File: config.mk
export PLATFORM = sky130hd
export DESIGN_NAME = serial_out_scheduler
export DESIGN_NICKNAME = d
export VERILOG_FILES = /design/src/rtl/serial_out_scheduler.sv
export SDC_FILE = /design/constraint.sdc
export NUM_CORES = 1
export LEC_CHECK = 0
export ABC_CLOCK_PERIOD_IN_PS = 1900
export CAP_MARGIN = 15
export CORE_UTILIZATION = 41
export DETAILED_ROUTE_END_ITERATION = 6
export PLACE_DENSITY = 0.77
export SKIP_CTS_REPAIR_TIMING = 1
export SYNTH_ARGS = -nofsm -noshare
export SYNTH_HDL_FRONTEND = slang
export SYNTH_SLANG_ARGS = --single-unit
File: constraint.sdc
create_clock -name clk -period 1.9 [get_ports clk]
set_clock_uncertainty 0.2 [all_clocks]
set_input_delay 0.19 -clock clk [delete_from_list [all_inputs] [get_ports clk]]
set_output_delay 0.19 -clock clk [all_outputs]
set_load 0.02 [all_outputs]
File: src/rtl/serial_out_scheduler.sv
// serial_out_scheduler
// Round-robin arbiter that time-shares one diff_freq_serial_out serializer
// between NUM_CH requesters. A granted channel's settings are latched and
// held on the o_* side until the next grant. The scheduler then pulses start,
// waits for done (guarded by a watchdog and a software abort), acks the
// channel and inserts an inter-packet gap.
module serial_out_scheduler #(
    parameter int NUM_CH     = 4,
    parameter int CH_BIT     = 2,
    parameter int DATA_BIT   = 8,
    parameter int GAP_CYCLES = 4,
    parameter int TIMEOUT    = 1024,
    parameter int TO_BIT     = 11
) (
    input  logic                       clk,
    input  logic                       rst,
    input  logic [NUM_CH-1:0]          i_req,
    input  logic [NUM_CH*DATA_BIT-1:0] i_data,
    input  logic [NUM_CH-1:0]          i_sel_freq,
    input  logic [2*NUM_CH-1:0]        i_idle_mode,
    input  logic                       i_abort,
    input  logic                       i_done_tick,
    output logic                       o_start,
    output logic                       o_stop,
    output logic                       o_sel_freq,
    output logic [1:0]                 o_idle_mode,
    output logic [DATA_BIT-1:0]        o_data,
    output logic [NUM_CH-1:0]          o_ack,
    output logic                       o_err,
    output logic                       o_busy,
    output logic [CH_BIT-1:0]          o_cur_ch
);

    typedef enum logic [2:0] {
        S_IDLE  = 3'd0,
        S_START = 3'd1,
        S_WAIT  = 3'd2,
        S_ACK   = 3'd3,
        S_GAP   = 3'd4
    } state_t;

    localparam int GAP_W = (GAP_CYCLES > 1) ? $clog2(GAP_CYCLES) : 1;
    localparam logic [GAP_W-1:0]  GAP_LAST  = GAP_W'((GAP_CYCLES > 0) ? GAP_CYCLES - 1 : 0);
    localparam logic [TO_BIT-1:0] TO_VAL    = TO_BIT'(TIMEOUT);
    localparam logic [CH_BIT:0]   NUM_CH_W  = (CH_BIT+1)'(NUM_CH);
    localparam logic [CH_BIT-1:0] LAST_CH   = CH_BIT'(NUM_CH - 1);
    localparam state_t            AFTER_ACK = (GAP_CYCLES > 0) ? S_GAP : S_IDLE;

    state_t                state_q, state_d;
    logic [CH_BIT-1:0]     ptr_q, ptr_d;
    logic [TO_BIT-1:0]     wd_q, wd_d;
    logic [GAP_W-1:0]      gap_q, gap_d;
    logic                  err_q, err_d;
    logic                  start_q, start_d;
    logic                  stop_q, stop_d;
    logic                  sel_q, sel_d;
    logic [1:0]            idle_q, idle_d;
    logic [DATA_BIT-1:0]   data_q, data_d;
    logic [NUM_CH-1:0]     ack_q, ack_d;
    logic                  oerr_q, oerr_d;
    logic                  busy_q, busy_d;
    logic [CH_BIT-1:0]     ch_q, ch_d;

    // Per-channel views of the packed inputs, plus the request vector
    // rotated so that position 0 is the channel the pointer names.
    logic [CH_BIT-1:0]     cand    [NUM_CH];
    logic [DATA_BIT-1:0]   data_ch [NUM_CH];
    logic [1:0]            idle_ch [NUM_CH];
    logic [NUM_CH-1:0]     req_rot;

    genvar gi;
    generate
        for (gi = 0; gi < NUM_CH; gi++) begin : g_ch
            logic [CH_BIT:0] sum;
            assign sum         = {1'b0, ptr_q} + (CH_BIT+1)'(gi);
            // ptr and gi are both below NUM_CH, so one subtraction wraps
            assign cand[gi]    = (sum >= NUM_CH_W) ? CH_BIT'(sum - NUM_CH_W) : sum[CH_BIT-1:0];
            assign req_rot[gi] = i_req[cand[gi]];
            assign data_ch[gi] = i_data[gi*DATA_BIT +: DATA_BIT];
            assign idle_ch[gi] = i_idle_mode[2*gi +: 2];
        end
    endgenerate

    logic [CH_BIT-1:0] win;
    logic              win_vld;

    // Round-robin pick: first requester at or after the pointer.
    always_comb begin
        win     = '0;
        win_vld = 1'b0;
        for (int i = NUM_CH - 1; i >= 0; i--) begin
            if (req_rot[i]) begin
                win     = cand[i];
                win_vld = 1'b1;
            end
        end
    end

    logic [NUM_CH-1:0] ack_vec;

    // One-hot of the currently granted channel.
    always_comb begin
        ack_vec        = '0;
        ack_vec[ch_q]  = 1'b1;
    end

    logic [TO_BIT-1:0] wd_inc;
    assign wd_inc = wd_q + TO_BIT'(1);

    // Next-state and next-output computation for the scheduler FSM.
    always_comb begin
        state_d = state_q;
        ptr_d   = ptr_q;
        wd_d    = wd_q;
        gap_d   = gap_q;
        err_d   = err_q;
        start_d = 1'b0;
        stop_d  = 1'b0;
        ack_d   = '0;
        oerr_d  = 1'b0;
        sel_d   = sel_q;
        idle_d  = idle_q;
        data_d  = data_q;
        ch_d    = ch_q;

        case (state_q)
            S_IDLE: begin
                if (win_vld) begin
                    data_d  = data_ch[win];
                    sel_d   = i_sel_freq[win];
                    idle_d  = idle_ch[win];
                    ch_d    = win;
                    ptr_d   = (win == LAST_CH) ? '0 : win + CH_BIT'(1);
                    start_d = 1'b1;
                    wd_d    = '0;
                    state_d = S_START;
                end
            end
            S_START: begin
                // The watchdog measures cycles since the start pulse.
                wd_d    = wd_inc;
                err_d   = 1'b0;
                state_d = S_WAIT;
            end
            S_WAIT: begin
                wd_d = wd_inc;
                if (i_done_tick) begin
                    // Done beats a coincident abort or timeout.
                    err_d   = 1'b0;
                    ack_d   = ack_vec;
                    stop_d  = (idle_q == 2'b11);
                    state_d = S_ACK;
                end else if (i_abort || (wd_inc == TO_VAL)) begin
                    // Stop first; the error ack follows one cycle later.
                    err_d   = 1'b1;
                    stop_d  = 1'b1;
                    state_d = S_ACK;
                end
            end
            S_ACK: begin
                if (err_q) begin
                    ack_d  = ack_vec;
                    oerr_d = 1'b1;
                end
                gap_d   = '0;
                state_d = AFTER_ACK;
            end
            S_GAP: begin
                if (gap_q == GAP_LAST) begin
                    state_d = S_IDLE;
                end else begin
                    gap_d = gap_q + GAP_W'(1);
                end
            end
            default: state_d = S_IDLE;
        endcase

        busy_d = (state_d != S_IDLE);
    end

    // State and registered outputs, all cleared by synchronous reset.
    always_ff @(posedge clk) begin
        if (rst) begin
            state_q <= S_IDLE;
            ptr_q   <= '0;
            wd_q    <= '0;
            gap_q   <= '0;
            err_q   <= 1'b0;
            start_q <= 1'b0;
            stop_q  <= 1'b0;
            sel_q   <= 1'b0;
            idle_q  <= 2'b00;
            data_q  <= '0;
            ack_q   <= '0;
            oerr_q  <= 1'b0;
            busy_q  <= 1'b0;
            ch_q    <= '0;
        end else begin
            state_q <= state_d;
            ptr_q   <= ptr_d;
            wd_q    <= wd_d;
            gap_q   <= gap_d;
            err_q   <= err_d;
            start_q <= start_d;
            stop_q  <= stop_d;
            sel_q   <= sel_d;
            idle_q  <= idle_d;
            data_q  <= data_d;
            ack_q   <= ack_d;
            oerr_q  <= oerr_d;
            busy_q  <= busy_d;
            ch_q    <= ch_d;
        end
    end

    assign o_start     = start_q;
    assign o_stop      = stop_q;
    assign o_sel_freq  = sel_q;
    assign o_idle_mode = idle_q;
    assign o_data      = data_q;
    assign o_ack       = ack_q;
    assign o_err       = oerr_q;
    assign o_busy      = busy_q;
    assign o_cur_ch    = ch_q;

endmodule
# == Yosys cells after proc, flatten, opt, wreduce, memory -nomap -nowiden ==
# Index checks and enable logic that the tools add are counted.
# totals
ff_bits,40
inputBits,52
# op_classes
muxes,50
eq_ne,11
n_bitwise,4
reduce_logical,15
addsub,10
order_cmp,12
# op_table
cell,n
$mux 2,12
$pmux 11 s2,1
$lt 2x3->1 const B,6
$bmux 8 s2,1
$mux 1,16
$mux 8,2
$pmux 3 s5,1
$ge 3x3->1 const B,4
$mux 3,4
$add 11x1->11 const B,1
$eq 11x11->1 const B,1
$mux 11,1
$bmux 1 s2,5
$mux 4,2
$pmux 4 s2,1
$reduce_and 2->1,4
$reduce_or 2->1,4
$sub 2x1->2 const B,4
$add 2x2->3 const B,2
$eq 2x2->1 const B,3
$eq 3x2->1 const B,2
$reduce_bool 2->1,3
$add 2x1->2 const B,2
$bmux 2 s2,1
other kinds (16),19

# == Depth between registers and ports, before layout ==
# Gate-level depths: netlist of run 1.
# depth
ltp_word,13
depth_mapped,7

# == Worst setup path after synthesis of run 1 ==
# OpenSTA, ideal clock, no wires.
# synth_path
kind,register to register
startpoint,reg ptr_q[1]
endpoint,"reg data_q[5], in the netlist o_data[5]"
setup_ns,0.133
stages_incl_launch_ff,7
setup_slack_ns,0.066
arrival_time_ns,1.501
path_cell_list,dfxtp_1 -> mux2i_1 -> nor2_1 -> a311oi_2 -> nand2b_2 -> buf_6 -> o221ai_1
# synth_between
elab_chain_len,13
word_cells_on_any_way,36
classes_between,7 x add/sub; 4 x order compare; 23 x mux; 1 x bitwise; 1 x reduce/logical
# synth_lines
item,line,rtl
from (decl),50,"logic [CH_BIT-1:0] ptr_q, ptr_d;"
from (signal assigned),200,ptr_q <= ptr_d;
$add 2x2->3,75,"assign sum = {1'b0, ptr_q} + (CH_BIT+1)'(gi);"
$ge 3x3->1 / $sub 2x1->2 (equally long branches),77,assign cand[gi] = (sum >= NUM_CH_W) ? CH_BIT'(sum - NUM_CH_W) : sum[CH_BIT-1:0];
$mux 2,77,
$bmux 1 s2,78,assign req_rot[gi] = i_req[cand[gi]];
$mux 1 (implied by the code),78,
$mux 2 (4 in a row),92,if (req_rot[i]) begin
$not 2->3 (implied by the code),129,data_d = data_ch[win];
$bmux 8 s2,129,
$mux 8 (implied by the code) (2 in a row),129,
to (signal assigned),208,data_q <= data_d;
to (decl),58,"logic [DATA_BIT-1:0] data_q, data_d;"
# Parallel ways exist; a longest one is shown, timed or not. The select of a mux whose other input is x is not followed.
# A chain may end at the register's enable or synchronous reset.

# == Final worst setup path of run 1 ==
# layout_path
startpoint,in i_req[0]
endpoint,"reg data_q[4], in the netlist o_data[4]"
# layout_between
elab_chain_len,10
word_cells_on_any_way,21
classes_between,19 x mux; 1 x bitwise; 1 x reduce/logical
# layout_lines
item,line,rtl
from (decl),17,"input logic [NUM_CH-1:0] i_req,"
$bmux 1 s2,78,
$mux 1 (implied by the code),78,
$mux 2 (4 in a row),92,
$not 2->3 (implied by the code),129,
$bmux 8 s2,129,
$mux 8 (implied by the code) (2 in a row),129,
# Parallel ways exist; a longest one is shown, timed or not. The select of a mux whose other input is x is not followed.

==> impl_results.md, run 1 <==
* Status: finished clean
* Dpl cell area at between 3000 and 4000 um^2
* GP Congestion at 0.7516
* Clock Sinks at 40
* Port bufs at 72
* Diodes inserted at 0
* Cells after synthesis at between 200 and 250
* Hpwl dp at about 4000 um
* Yosys reg bits at 40
* Period utilization at a little over nine tenths
* CP peak stage delay at 500 ps
* Fin cells at ~390
* Crit path max-delay family: buffers and inverters
* Synth cell types at 42
* Worst setup endpoint: o_data[4]$_SDFFE_PP0P_
* Routed vias/inst at 5.330
* Hold Path Class: flip-flop to flip-flop
* Reg2Reg Setup Slack at approximately 110 ps
* Largest net degree at the start of global routing at 28
* First-pass GRT wire length at 9032 um
* Core area at slightly below 5000 um^2
* Initial Util at a little over two fifths
* CTS H-tree depth at 2
* Iter 0 DRT Violations at 128
* Layout cells sized above 1 at between 10% and 20%
* Synth area leaders: dfxtp_1, mux2i_1, nand3b_1
* CTS tree: built
* Worst vdd ir at 0.4892 mV
* Post-synth EDFFs at 0
* Crit-path cells: clkdlybuf4s50_1, a21oi_1, o21ai_0, o2bb2a_4, clkbuf_16, mux2i_1, o221ai_2
* Pleak at approximately 1.2 nW
* Async SR Flop Fraction at 0%
* DR DRC count at 0
* Crit Path Class: input port to flip-flop
* Final Net Count at between 300 and 400
* Insertion delay to the later sink of the worst-skew pair at 290 ps
* Slew Limit Fails at 0
* Vias in the first global route at around 2,000
* Synth top area share at between 30% and 40%
* Setup crit start kind: input port
* Measured slew at the worst slew-check pin at 523.9 ps
* Pre-antenna DRT Iters at 4
* Worst Path Required at around 1900 ps
* Reg-to-Reg Start: wd_q[1]$_SDFFE_PP0P_
* Die ar. at ~5400 um^2
* Area leader, netlist: dfxtp_1
* Achievable Freq at around 560 MHz
* Root buffer cell: clkbuf_8
* Register-to-Register Path Depth at 6
* Global route total overflow at 0
* Netlist area before placement at 2095 um^2
* Routed Wire Length at between 5000 and 6000 um
* Final hold vios at 0
* Critical path fanouts, max at 12
* FP Rows at 25
* ANT nets after route at 0
* Die H at 73.48 um
* WP data arrival at 1770 ps
* Die extent in x at 73.48 um
* CP max-delay cell: clkdlybuf4s50_1
* Ys flop type: dfxtp_1
* Final worst setup slack at ~110 ps
* Crit end category: flip-flop
* Initial antenna violation count at 0
* Via count at 2,068
* Setup WS pre-CTS at -293.7 ps
* Syn nets at between 200 and 300
* Avg WL per Cell at around 14 um
* CTS Buffer Depth at 2
* WP depth at 7
* Seq/Total Area, Yosys at 38.23%
* Syn_area_per_cell at ~9 um^2
* Placed Instances at around 380
* PwrDens at between 800 and 900 nW/um^2
* Critical Path Source: i_req[0]
* Final critical-path required period at 1792 ps
* FF-to-FF End: wd_q[8]$_SDFFE_PP0P_
* Synth Warn # at 0
* I/O pin count at 73
* Post-route design area at about 3200 um^2
* Clock-pin slew on the worst setup and hold paths at roughly 80 ps
* Total Routing Usage GR at a little over a fifth
* Fill count at 421
* Final setup viols at 0
* CTS Buf Count at 5
* Max-cap viol count at 0
* Worst path buffer plus inverter count at 2
* Worst slew margin at about two thirds
* Area grow syn2layout at 51.49%
## stage by stage
step | setup TNS (ps) | hold WS, ps | util [%] | power, mW
after floorplan | 0 | 162.6 | - | 1.676
after global placement | -4914 | 259.5 | 62.29 | 2.086
after detailed placement | -5670 | 273.2 | 62.29 | 2.103
after CTS | 0 | 288.5 | 64.23 | 2.699
after global routing | -13.40 | 305.4 | 65.87 | 2.922
final | 0 | 282.0 | 65.87 | 2.771
## registers in the layout (all words and copies together), names as in the netlist
signal / flops
err_q: 1
gap_q: 2
o_ack: 4
o_busy: 1
o_cur_ch: 2
o_data: 8
o_err: 1
o_idle_mode: 2
o_sel_freq: 1
o_start: 1
o_stop: 1
ptr_q: 2
state_q: 3
wd_q: 11
## metal layers
layer  track usage (%)  up-vias  share of wire, %
met5                 0        -                 0
li1                  -     1039                 -
met3             5.213        6               2.5
met2             38.12       42                52
met1             26.77      981                44
met4             5.128        0               1.2
## worst min path at each step
| stage | start | endpoint | slack [ps] | cells after the start |
|---|---|---|---|---|
| 5_1_grt | err_q$_SDFFE_PP0P_ | o_err$_SDFF_PP0_ | 310 | 2 |
| 6_report | o_cur_ch[1]$_SDFFE_PP0P_ | o_ack[1]$_SDFF_PP0_ | 280 | 1 |
| 2_1_floorplan | i_done_tick | state_q[0]$_SDFF_PP0_ | 160 | 2 |
| 4_1_cts | err_q$_SDFFE_PP0P_ | err_q$_SDFFE_PP0P_ | 290 | 2 |
| 3_3_place_gp | o_cur_ch[0]$_SDFFE_PP0P_ | o_ack[2]$_SDFF_PP0_ | 260 | 1 |
| 3_5_place_dp | o_cur_ch[1]$_SDFFE_PP0P_ | o_ack[1]$_SDFF_PP0_ | 270 | 1 |
## where the power goes
group          internal [mW]  leakage [nW]  total, mW  switching (mW)
clock                  0.295        0.0445      0.598           0.303
combinational          0.589         0.813       1.14           0.549
sequential             0.950         0.327       1.03          0.0849
## cell families after synthesis
kind of cell	after synthesis	synth area share, %
AOI/OAI and AO/OA	60	19.77
xor gates and xnor gates	2	0.8365
adders and majority gates	2	1.195
buffers and inverters	21	5.735
DFF	40	38.23
muxes	25	11.95
and+or+nand+nor	83	22.28
## synth_stat cells (3+ instances only)
master,instances
nand2b_1,6
a311oi_1,3
a21oi_1,19
nor2_1,23
nor3b_1,3
o21ai_0,9
and3_1,3
nand3b_1,13
nand2_1,15
nor3_1,4
dfxtp_1,40
clkbuf_1,7
o221ai_1,9
mux2i_1,25
inv_1,5
buf_6,4
a211oi_1,6
nand3_1,3
a31oi_1,6
## final cells by class
class,count,area [um^2],area share (%)
clock inverters,1,7.507,0.2366
well taps,67,83.83,2.642
flip-flops and latches,40,803.3,25.32
clock buffers,7,86.33,2.721
repair buffers,96,955.9,30.13
inverters,5,18.77,0.5915
multi-input cells,172,1217,38.37
## worst register-to-register path: stages (launching register included)
cell,delay [ps]
dfxtp_1,380
ha_2,220
and3_1,200
nand3_1,180
nor2_2,180
a31oi_1,110
a311oi_1,240
## cell usage in the layout (no fill, tap or decap), types with 2 or more instances in the layout
cell type	count
a211oi_1	5
inv_1	5
nand2b_1	6
dfxtp_2	2
xnor2_1	2
o221ai_1	9
nand2_1	15
buf_12	3
a31oi_1	6
o221ai_2	2
clkdlybuf4s50_1	72
clkbuf_8	6
nor2_1	22
nor3_1	4
o21ai_0	9
and3_1	3
nor4_2	2
a311oi_1	3
dfxtp_1	38
buf_4	20
mux2i_1	25
a21oi_1	18
nand3b_1	13
nand3_1	3
nor3b_1	3
(Power assumes the default switching activity.)
==> inputs of run 2 (changes only) <==
--- a/config.mk
+++ b/config.mk
@@ -7,10 +7,12 @@
 export LEC_CHECK = 0
 export ABC_CLOCK_PERIOD_IN_PS = 1900
 export CAP_MARGIN = 15
+export CORE_MARGIN = 3
 export CORE_UTILIZATION = 41
 export DETAILED_ROUTE_END_ITERATION = 6
 export PLACE_DENSITY = 0.77
 export SKIP_CTS_REPAIR_TIMING = 1
+export SKIP_LAST_GASP = 1
 export SYNTH_ARGS = -nofsm -noshare
 export SYNTH_HDL_FRONTEND = slang
 export SYNTH_SLANG_ARGS = --single-unit
==> impl_results.md, run 2 (synthesized netlist as in run 1, its figures left out) <==
* Diodes inserted at 0
* Hold Worst Slack at 270.6 ps
* Area grow syn2layout at 49.40%
* RSZ-0062 raised after global routing: yes
* Commonest non-fill, non-tap cell in the layout: clkdlybuf4s50_1
* Placed Instances at 380
* Fin cells at 388
* CTS H-tree depth at 2
* Crit Path Class: input port to flip-flop
* Final hold vios at 0
* Setup WS pre-CTS at -311.6 ps
* Total Routing Usage GR at 19.42%
* Register area at around 800 um^2
* Avg WL per Cell at between 10 and 15 um
* PwrDens at ~860 nW/um^2
* Via count at approximately 2,000
* Status: finished clean
* Critical path fanouts, max at 6
* Measured slew at the worst slew-check pin at around 510 ps
* Initial antenna violation count at 0
* Biggest register: wd_q
* Crit-path cells: clkdlybuf4s50_1, nor4_2, buf_4, a21o_1, a21oi_1, nand2b_1, a21oi_1
* Die H at around 77 um
* Global route total overflow at 0
* Die extent in x at approximately 77 um
* Multi-input logic area at 1217 um^2
* Hpwl dp at ~4200 um
* I/O pin count at 73
* Largest net degree at the start of global routing at 25
* Clock Sinks at 40
* Final worst setup slack at 105.5 ps
* Routed Wire Length at between 5000 and 6000 um
* Max-cap viol count at 0
* Core area at ~4800 um^2
* Hold Path Class: flip-flop to flip-flop
* CP peak stage delay at 470 ps
* CTS tree: built
* Setup TNS at 0 ps
* Worst slew margin at around 66%
* Die ar. at 6002 um^2
* First-pass GRT wire length at about 9400 um
* CTS Buf Count at 5
* WP data arrival at approximately 1800 ps
* Root buffer cell: clkbuf_8
* Iter 0 DRT Violations at 112
* Layout cells sized above 1 at between 10% and 20%
* FP Rows at 25
* GP Congestion at between 0.7 and 0.8
* CP max-delay cell: clkdlybuf4s50_1
* Achievable Freq at about 560 MHz
* Port bufs at 72
* Vias in the first global route at between 2,000 and 2,500
* DR DRC count at 0
* Insertion delay to the later sink of the worst-skew pair at between 200 and 300 ps
* Crit end category: flip-flop
* Worst vdd ir at approximately 0.45 mV
* ANT nets after route at 0
* Pleak at around 1.2 nW
* CTS Buffer Depth at 2
* Setup crit start kind: input port
* Largest register FFs at 11
* Slew Limit Fails at 0
* Worst path buffer plus inverter count at 2
* Period utilization at roughly 94%
* Initial Util at roughly 43%
* Crit path max-delay family: buffers and inverters
* Most frequent cells in the layout: clkdlybuf4s50_1, dfxtp_1, mux2i_1, buf_4, nor2_1
* Final Net Count at between 300 and 400
* Final critical-path required period at approximately 1800 ps
* Most used cell, CP: a21oi_1
* Fill count at between 400 and 500
* Worst Path Required at about 1900 ps
* Pre-antenna DRT Iters at 4
* Routed vias/inst at ~5.2
* Clock-pin slew on the worst setup and hold paths at about 80 ps
* Final setup viols at 0
==> run 2: area by class of cell <==
type / instances / share of cell area, %
Inverter: 5 / 0.5998
Tap cell: 67 / 2.679
Clock buffer: 8 / 2.879
Timing Repair Buffer: 96 / 29.27
Multi-Input combinational cell: 172 / 38.90
Sequential cell: 40 / 25.67
==> run 2: routing by layer <==
metal  global-route usage, %  routed length (um)  share of wire, %  vias to the layer above
met5                       0                   0                 0                        -
met4                   8.541                 140               2.5                        0
met3                   4.292                 222               3.9                       11
met2                   34.20                2897                51                       46
met1                   22.42                2367                42                      939
li1                        -                   -                 -                     1035
==> run 2: worst register-to-register path, cell delays in order, from the launching register on <==
cell,delay (ps)
dfxtp_2,370
mux2i_1,200
nor2_1,70
a311oi_2,280
buf_4,210
nand2_4,110
o221ai_1,220
==> run 2: per-stage QoR <==
step	instance area, um^2	power, mW	utilization, %
global placement	2990	2.079	62.08
global route	3129	2.857	64.96
CTS	3080	2.685	63.95
floorplan	2095	1.676	-
detailed placement	2990	2.098	62.08
finish	3129	2.698	64.96
==> run 2: worst paths after layout <==
path	endpoint	slack, ps	depth (start not counted)	startpoint
worst min-delay path	o_ack[2]$_SDFF_PP0_	270	1	o_cur_ch[0]$_SDFFE_PP0P_
worst min register to register	o_ack[2]$_SDFF_PP0_	270	1	o_cur_ch[0]$_SDFFE_PP0P_
worst max register to register	o_data[2]$_SDFFE_PP0P_	160	6	ptr_q[1]$_SDFFE_PP0P_
worst max-delay path	wd_q[9]$_SDFFE_PP0P_	110	7	i_req[1]
==> run 2: power breakdown <==
| part | switching [mW] | internal (mW) |
|---|---|---|
| Sequential | 0.0732 | 0.950 |
| Clock | 0.289 | 0.296 |
| Combinational | 0.544 | 0.546 |
| Total | 0.906 | 1.79 |
